===== src/rtl/gen_dac_serializer_if.sv =====
// Sample-side bus between the function generator and the DAC serializer:
// the write strobe and data, plus the FIFO status that is reported back.
interface gen_dac_serializer_if #(
  parameter int DATA_WIDTH = 16,
  parameter int FIFO_DEPTH = 8
);
  localparam int LVL_W = $clog2(FIFO_DEPTH) + 1;

  logic                  wr_en_i;
  logic [DATA_WIDTH-1:0] data_i;
  logic                  full_o;
  logic                  empty_o;
  logic [LVL_W-1:0]      level_o;
  logic                  overflow_o;

  modport master (
    output wr_en_i, data_i,
    input  full_o, empty_o, level_o, overflow_o
  );

  modport slave (
    input  wr_en_i, data_i,
    output full_o, empty_o, level_o, overflow_o
  );
endinterface


===== src/rtl/gen_dac_serializer.sv =====
// Sample FIFO drained MSB-first over a 3-wire DAC link (sclk_o/cs_n_o/sdo_o).
// Optional macro OFFSET_BINARY_EN: invert the sample MSB at LOAD (offset binary).
//
// state   | meaning
// --------+----------------------------------------------------------
// S_IDLE  | no frame; cs_n high, sclk low; waits for en_i && !empty
// S_LOAD  | pops FIFO head into the shift register, drops cs_n
// S_SHIFT | toggles sclk every CLK_DIV clocks, 16 rising edges/frame
// S_GAP   | cs_n high for CS_GAP clocks before the next frame
module gen_dac_serializer #(
  parameter int DATA_WIDTH = 16,
  parameter int FIFO_DEPTH = 8,
  parameter int CLK_DIV    = 2,
  parameter int CS_GAP     = 2
) (
  input  logic                 clk,
  input  logic                 rst,
  gen_dac_serializer_if.slave  smp,
  input  logic                 en_i,
  output logic                 busy_o,
  output logic                 sclk_o,
  output logic                 cs_n_o,
  output logic                 sdo_o
);

  localparam int PTR_W = $clog2(FIFO_DEPTH);
  localparam int LVL_W = PTR_W + 1;
  localparam int DIV_W = $clog2(CLK_DIV + 1);
  localparam int GAP_W = $clog2(CS_GAP + 1);
  localparam int BIT_W = $clog2(DATA_WIDTH);

  typedef enum logic [1:0] {
    S_IDLE,
    S_LOAD,
    S_SHIFT,
    S_GAP
  } state_t;

  state_t                state_q, state_d;
  logic [DATA_WIDTH-1:0] mem_q [FIFO_DEPTH];
  logic [PTR_W-1:0]      wr_ptr_q, wr_ptr_d;
  logic [PTR_W-1:0]      rd_ptr_q, rd_ptr_d;
  logic [LVL_W-1:0]      count_q, count_d;
  logic                  full_q, full_d;
  logic                  empty_q, empty_d;
  logic                  overflow_q, overflow_d;
  logic [DATA_WIDTH-1:0] shift_q, shift_d;
  logic [BIT_W-1:0]      bit_cnt_q, bit_cnt_d;
  logic [DIV_W-1:0]      div_cnt_q, div_cnt_d;
  logic [GAP_W-1:0]      gap_cnt_q, gap_cnt_d;
  logic                  sclk_q, sclk_d;
  logic                  cs_n_q, cs_n_d;
  logic                  sdo_q, sdo_d;
  logic                  busy_q, busy_d;

  logic                  push, pop, drop;
  logic [DATA_WIDTH-1:0] head, head_mod;

  // A pop in the same cycle frees a slot, so a write to a full FIFO still lands.
  always_comb begin
    pop  = (state_q == S_LOAD);
    push = smp.wr_en_i && (!full_q || pop);
    drop = smp.wr_en_i && full_q && !pop;

    wr_ptr_d = push ? wr_ptr_q + PTR_W'(1) : wr_ptr_q;
    rd_ptr_d = pop  ? rd_ptr_q + PTR_W'(1) : rd_ptr_q;

    count_d = count_q;
    case ({push, pop})
      2'b10:   count_d = count_q + LVL_W'(1);
      2'b01:   count_d = count_q - LVL_W'(1);
      default: count_d = count_q;
    endcase

    full_d     = (count_d == LVL_W'(FIFO_DEPTH));
    empty_d    = (count_d == '0);
    overflow_d = overflow_q | drop;
  end

  always_comb begin
    head = mem_q[rd_ptr_q];
`ifdef OFFSET_BINARY_EN
    head_mod = {~head[DATA_WIDTH-1], head[DATA_WIDTH-2:0]};
`else
    head_mod = head;
`endif
  end

  always_comb begin
    state_d   = state_q;
    shift_d   = shift_q;
    bit_cnt_d = bit_cnt_q;
    div_cnt_d = div_cnt_q;
    gap_cnt_d = gap_cnt_q;
    sclk_d    = sclk_q;
    cs_n_d    = cs_n_q;
    sdo_d     = sdo_q;

    case (state_q)
      S_IDLE: begin
        cs_n_d = 1'b1;
        sclk_d = 1'b0;
        if (en_i && !empty_q) state_d = S_LOAD;
      end
      S_LOAD: begin
        shift_d   = head_mod;
        bit_cnt_d = BIT_W'(DATA_WIDTH - 1);
        div_cnt_d = '0;
        cs_n_d    = 1'b0;
        sdo_d     = head_mod[DATA_WIDTH-1];
        state_d   = S_SHIFT;
      end
      S_SHIFT: begin
        if (div_cnt_q == DIV_W'(CLK_DIV - 1)) begin
          div_cnt_d = '0;
          sclk_d    = ~sclk_q;
          // Data only moves on the falling edge so it is stable at the DAC's rising edge.
          if (sclk_q) begin
            if (bit_cnt_q != '0) begin
              shift_d   = {shift_q[DATA_WIDTH-2:0], 1'b0};
              sdo_d     = shift_q[DATA_WIDTH-2];
              bit_cnt_d = bit_cnt_q - BIT_W'(1);
            end else begin
              cs_n_d    = 1'b1;
              sdo_d     = 1'b0;
              gap_cnt_d = GAP_W'(CS_GAP - 1);
              state_d   = S_GAP;
            end
          end
        end else begin
          div_cnt_d = div_cnt_q + DIV_W'(1);
        end
      end
      S_GAP: begin
        cs_n_d = 1'b1;
        if (gap_cnt_q == '0) begin
          state_d = (en_i && !empty_q) ? S_LOAD : S_IDLE;
        end else begin
          gap_cnt_d = gap_cnt_q - GAP_W'(1);
        end
      end
      default: state_d = S_IDLE;
    endcase

    busy_d = (state_d != S_IDLE);
  end

  always_ff @(posedge clk or negedge rst) begin
    if (!rst) begin
      state_q    <= S_IDLE;
      wr_ptr_q   <= '0;
      rd_ptr_q   <= '0;
      count_q    <= '0;
      full_q     <= 1'b0;
      empty_q    <= 1'b1;
      overflow_q <= 1'b0;
      shift_q    <= '0;
      bit_cnt_q  <= '0;
      div_cnt_q  <= '0;
      gap_cnt_q  <= '0;
      sclk_q     <= 1'b0;
      cs_n_q     <= 1'b1;
      sdo_q      <= 1'b0;
      busy_q     <= 1'b0;
    end else begin
      state_q    <= state_d;
      wr_ptr_q   <= wr_ptr_d;
      rd_ptr_q   <= rd_ptr_d;
      count_q    <= count_d;
      full_q     <= full_d;
      empty_q    <= empty_d;
      overflow_q <= overflow_d;
      shift_q    <= shift_d;
      bit_cnt_q  <= bit_cnt_d;
      div_cnt_q  <= div_cnt_d;
      gap_cnt_q  <= gap_cnt_d;
      sclk_q     <= sclk_d;
      cs_n_q     <= cs_n_d;
      sdo_q      <= sdo_d;
      busy_q     <= busy_d;
    end
  end

  // Storage needs no reset: entries are only read after being written.
  always_ff @(posedge clk) begin
    if (push) mem_q[wr_ptr_q] <= smp.data_i;
  end

  assign smp.full_o     = full_q;
  assign smp.empty_o    = empty_q;
  assign smp.level_o    = count_q;
  assign smp.overflow_o = overflow_q;
  assign busy_o         = busy_q;
  assign sclk_o         = sclk_q;
  assign cs_n_o         = cs_n_q;
  assign sdo_o          = sdo_q;

endmodule


===== src/flat_wrapper.sv =====
// flat-port wrapper written by rule: the top's interface ports become plain ports
module gen_dac_serializer_flat 
#(
  parameter int DATA_WIDTH = 16,
  parameter int FIFO_DEPTH = 8,
  parameter int CLK_DIV    = 2,
  parameter int CS_GAP     = 2
)
  (clk, rst, en_i, busy_o, sclk_o, cs_n_o, sdo_o, smp_wr_en_i, smp_data_i, smp_full_o, smp_empty_o, smp_level_o, smp_overflow_o);
  gen_dac_serializer_if #(.DATA_WIDTH(DATA_WIDTH), .FIFO_DEPTH(FIFO_DEPTH)) smp_i ();
  input  logic clk;
  input  logic rst;
  input  logic en_i;
  output logic busy_o;
  output logic sclk_o;
  output logic cs_n_o;
  output logic sdo_o;
  input wire logic [$bits(smp_i.wr_en_i)-1:0] smp_wr_en_i;
  input wire logic [$bits(smp_i.data_i)-1:0] smp_data_i;
  output wire logic [$bits(smp_i.full_o)-1:0] smp_full_o;
  output wire logic [$bits(smp_i.empty_o)-1:0] smp_empty_o;
  output wire logic [$bits(smp_i.level_o)-1:0] smp_level_o;
  output wire logic [$bits(smp_i.overflow_o)-1:0] smp_overflow_o;
  assign smp_i.wr_en_i = smp_wr_en_i;
  assign smp_i.data_i = smp_data_i;
  assign smp_full_o = smp_i.full_o;
  assign smp_empty_o = smp_i.empty_o;
  assign smp_level_o = smp_i.level_o;
  assign smp_overflow_o = smp_i.overflow_o;
  gen_dac_serializer #(.DATA_WIDTH(DATA_WIDTH), .FIFO_DEPTH(FIFO_DEPTH), .CLK_DIV(CLK_DIV), .CS_GAP(CS_GAP)) u_core (.clk(clk), .rst(rst), .smp(smp_i), .en_i(en_i), .busy_o(busy_o), .sclk_o(sclk_o), .cs_n_o(cs_n_o), .sdo_o(sdo_o));
endmodule

===== config.mk =====
export PLATFORM = sky130hd
export DESIGN_NAME = gen_dac_serializer_flat
export DESIGN_NICKNAME = d
export VERILOG_FILES = /design/src/rtl/gen_dac_serializer_if.sv /design/src/rtl/gen_dac_serializer.sv /design/src/flat_wrapper.sv
export SDC_FILE = /design/constraint.sdc
export NUM_CORES = 1
export LEC_CHECK = 0
export CAP_MARGIN = 15
export CELL_PAD_IN_SITES_DETAIL_PLACEMENT = 0
export CELL_PAD_IN_SITES_GLOBAL_PLACEMENT = 1
export CORE_MARGIN = 8
export CORE_UTILIZATION = 52
export DETAILED_ROUTE_END_ITERATION = 10
export HOLD_SLACK_MARGIN = 0.03
export PLACE_DENSITY_LB_ADDON = 0.1
export SLEW_MARGIN = 20
export SYNTH_ARGS = -nofsm -noshare
export SYNTH_HDL_FRONTEND = slang
export SYNTH_SLANG_ARGS = --single-unit

===== constraint.sdc =====
create_clock -name clk -period 3.5 [get_ports clk]
set_input_delay 0.7 -clock clk [delete_from_list [all_inputs] [get_ports clk]]
set_output_delay 0.7 -clock clk [all_outputs]
set_load 0.02 [all_outputs]

==> results_dict.tcl <==
set metrics [dict create \
    finalSetupViolCount 0 \
    synthAdderAreaFrac 0.0219 \
    outcome "completed" \
    synthSimpleGateAreaFrac 0.0530 \
    fmax_ghz 0.357 \
    netSwitchingPower_mw 2.14 \
    final_cells 637 \
    crit_required_ns 3.83 \
    period_minus_slack_ns 2.80 \
    clockBufferDepth 2 \
    synth_xor_area_frac 0.00893 \
    cp_slowest_cell "a2111o_1" \
    grt_max_degree 43 \
    fin_setup_tns_ns 0 \
    synth_top_family_by_area "multiplexers" \
    tritoncts "done" \
    synth_ff_type "edfxtp_1" \
    crit_arrival_ns 3.13 \
    crit_path_frequent_cell "ha_1" \
    h-tree-depth 4 \
    synth_seq_cells 170 \
    wl_met3_um 448 \
    coreArea_um2 13100 \
    dp_hpwl_um 7720 \
    hold_class "in -> async" \
    rsz0062_at_grt "false" \
    cp_max_fo 5 \
    syn-num-nets 430 \
    maxSlewHeadroom 0.508 \
    cts-resized-gates 0 \
    path_class "reg -> reg" \
    netlist_area_um2 6870 \
    globalplace.congestion 0.715 \
    fillers 946 \
    start_util 0.525 \
    internal_power_mw 4.86 \
    fp.dieArea_um2 17100 \
    synth_edf_count 128 \
    wl_um 12500 \
    grt_pass1_wl_um 19700 \
    via_per_inst 5.58 \
    p_leak_nw 2.87 \
    numPlacedInstances 606 \
    drtIter0Drc 223 \
    io_buffers 30 \
    routed.top_layer "met4" \
    cts.sinks 170 \
    drive_gt1_frac 0.197 \
    synth.area.top_cells "edfxtp_1, dfrtp_1, mux4_2" \
    period_share 0.801 \
    clock_skew_ns 0.00711 \
    clkPwrFrac 0.282 \
    wl_met2_um 6230 \
    ys_types 43 \
    report.final.slew_viol_count 0 \
    crit_family "adder cells" \
    drc 0 \
    antenna_found_initial 0 \
    powerDensity_nw_per_um2 867 \
    critPathMaxStageDelay_ns 0.41 \
    vias 3553 \
    avgRoutedWirePerCell_um 19.6 \
    cts_buffers 17 \
    clk_pin_slew_ns 0.07 \
    pin_count 31 \
    drv_cap 0 \
    firstDrtPassIters 4 \
    nets 481 \
    syn_area_per_cell_um2 17.3 \
    synth_commonest_cells "edfxtp_1, dfrtp_1, mux4_2" \
    end_kind "register" \
    sw_frac_of_total 0.306 \
    antenna_cells 0 \
    worst_slew_pin_slew_ns 0.737 \
    globalRouteOverflowTotal 0 \
    syn_to_final_growth_pct 17.6 \
    postCtsHoldBufs 0 \
    die_w_um 131 \
    die_h_um 131 \
    synth_cells 398 \
    final_util 0.617 \
    cp-start-kind "register" \
    yosysTopAreaCellShare 0.560 \
    grt_pass1_vias 3578 \
    synth_most_common_cell "edfxtp_1" \
    rows 42 \
    combPwrFrac 0.299 \
    hold_viol 0 \
    whs_ns 0.286 \
    pwr-share-seq 0.419 \
    synth_compound_area_frac 0.0610 \
    insertion_delay_ns 0.42 \
    yosys.area.top_type "edfxtp_1" \
    track_usage 0.159 \
    postCtsSetupBuffers 0 \
    final_antenna_net_count 0 \
    r2r_setup_slack_ns 0.70 \
    synthMuxAreaShare 0.127 \
    cts_root_buf "clkbuf_16" \
    seq_area_frac_synth 0.713 \
    yosysWarnings 0 \
    cp_cell_sequence "inv_1, ha_1, nand2b_1, nand2_1, ha_1, xor2_1, ha_1, mux2_2, a2111o_1, a211oi_1" \
    crit_buf_inv 1 \
    ys_async_sr_fraction 0.247 \
    drt-met1-wl_um 5670 \
    irDropWorstVdd_v 0.000477 \
]
==> final cells by class <==
cell class | instances | area (um^2) | area share
clock inverter | 13 | 193 | 0.0239
timing repair buffer | 46 | 418 | 0.0517
multi-input combinational | 203 | 1880 | 0.232
tap | 176 | 220 | 0.0273
sequential | 170 | 4900 | 0.607
clock buffer | 18 | 429 | 0.0531
inverter | 11 | 41.3 | 0.00511
==> registers in the layout, summed over array words and instances (netlist names), 2 cells and up <==
signal / flops
u_core.state_q: 2
u_core.bit_cnt_q: 4
u_core.mem_q: 128
u_core.smp.level_o: 4
u_core.rd_ptr_q: 3
u_core.wr_ptr_q: 3
u_core.shift_q: 15
u_core.div_cnt_q: 2
u_core.gap_cnt_q: 2
==> metrics by stage <==
step           cell area (um^2)  setup slack (ns)  total power, mW
2_1_floorplan              6870             0.542             4.42
3_3_place_gp               7450             0.458             5.06
3_5_place_dp               7450             0.407             5.11
4_1_cts                    8070             0.676             7.07
5_1_grt                    8080             0.538             7.37
6_report                   8080             0.696             7.00
==> power by group through the flow <==
stage	sequential (mW)	combinational (mW)	clock, mW
4_1_cts	2.94	2.13	2.00
5_1_grt	2.99	2.30	2.08
3_3_place_gp	2.96	2.10	0
3_5_place_dp	2.98	2.13	0
2_1_floorplan	2.90	1.52	0
6_report	2.94	2.09	1.97
==> metal layers <==
metal	vias to the layer above	track usage
met4	0	0.0527
li1	1664	-
met1	1812	0.205
met2	68	0.260
met3	9	0.0418
met5	-	0
==> worst paths after layout <==
check,from,end,cells after the start
max,u_core.state_q[1],u_core.smp.empty_o,10
min,rst,u_core.gap_cnt_q[1],1
max reg2reg,u_core.state_q[1],u_core.smp.empty_o,10
min reg2reg,u_core.smp.overflow_o,u_core.smp.overflow_o,1
max in group asynchronous,rst,u_core.rd_ptr_q[0],1
min in group clk,u_core.smp.overflow_o,u_core.smp.overflow_o,1
==> worst reg2reg max path, cell delays in order (launching register included) <==
cell      delay, ns
dfrtp_1        0.40
inv_1          0.13
ha_1           0.23
nand2b_1       0.18
nand2_1        0.14
ha_1           0.27
xor2_1         0.18
ha_1           0.27
mux2_2         0.29
a2111o_1       0.41
a211oi_1       0.22
==> logic make-up after synthesis <==
family,Yosys count
flops,170
fa+ha+maj,12
mux,50
xor+xnor,7
compound gates,64
buf+inv,25
simple gates,70
==> cells in the final DEF, fill, tap and decap left out, types with 14 or more instances in the layout <==
cell	n
buf_4	17
nand2_1	17
clkbuf_16	17
dfrtp_1	39
o21ai_0	19
clkdlybuf4s50_1	29
mux2i_1	14
edfxtp_1	128
mux4_2	29
Note: power is estimated with default switching activity, not from simulation.
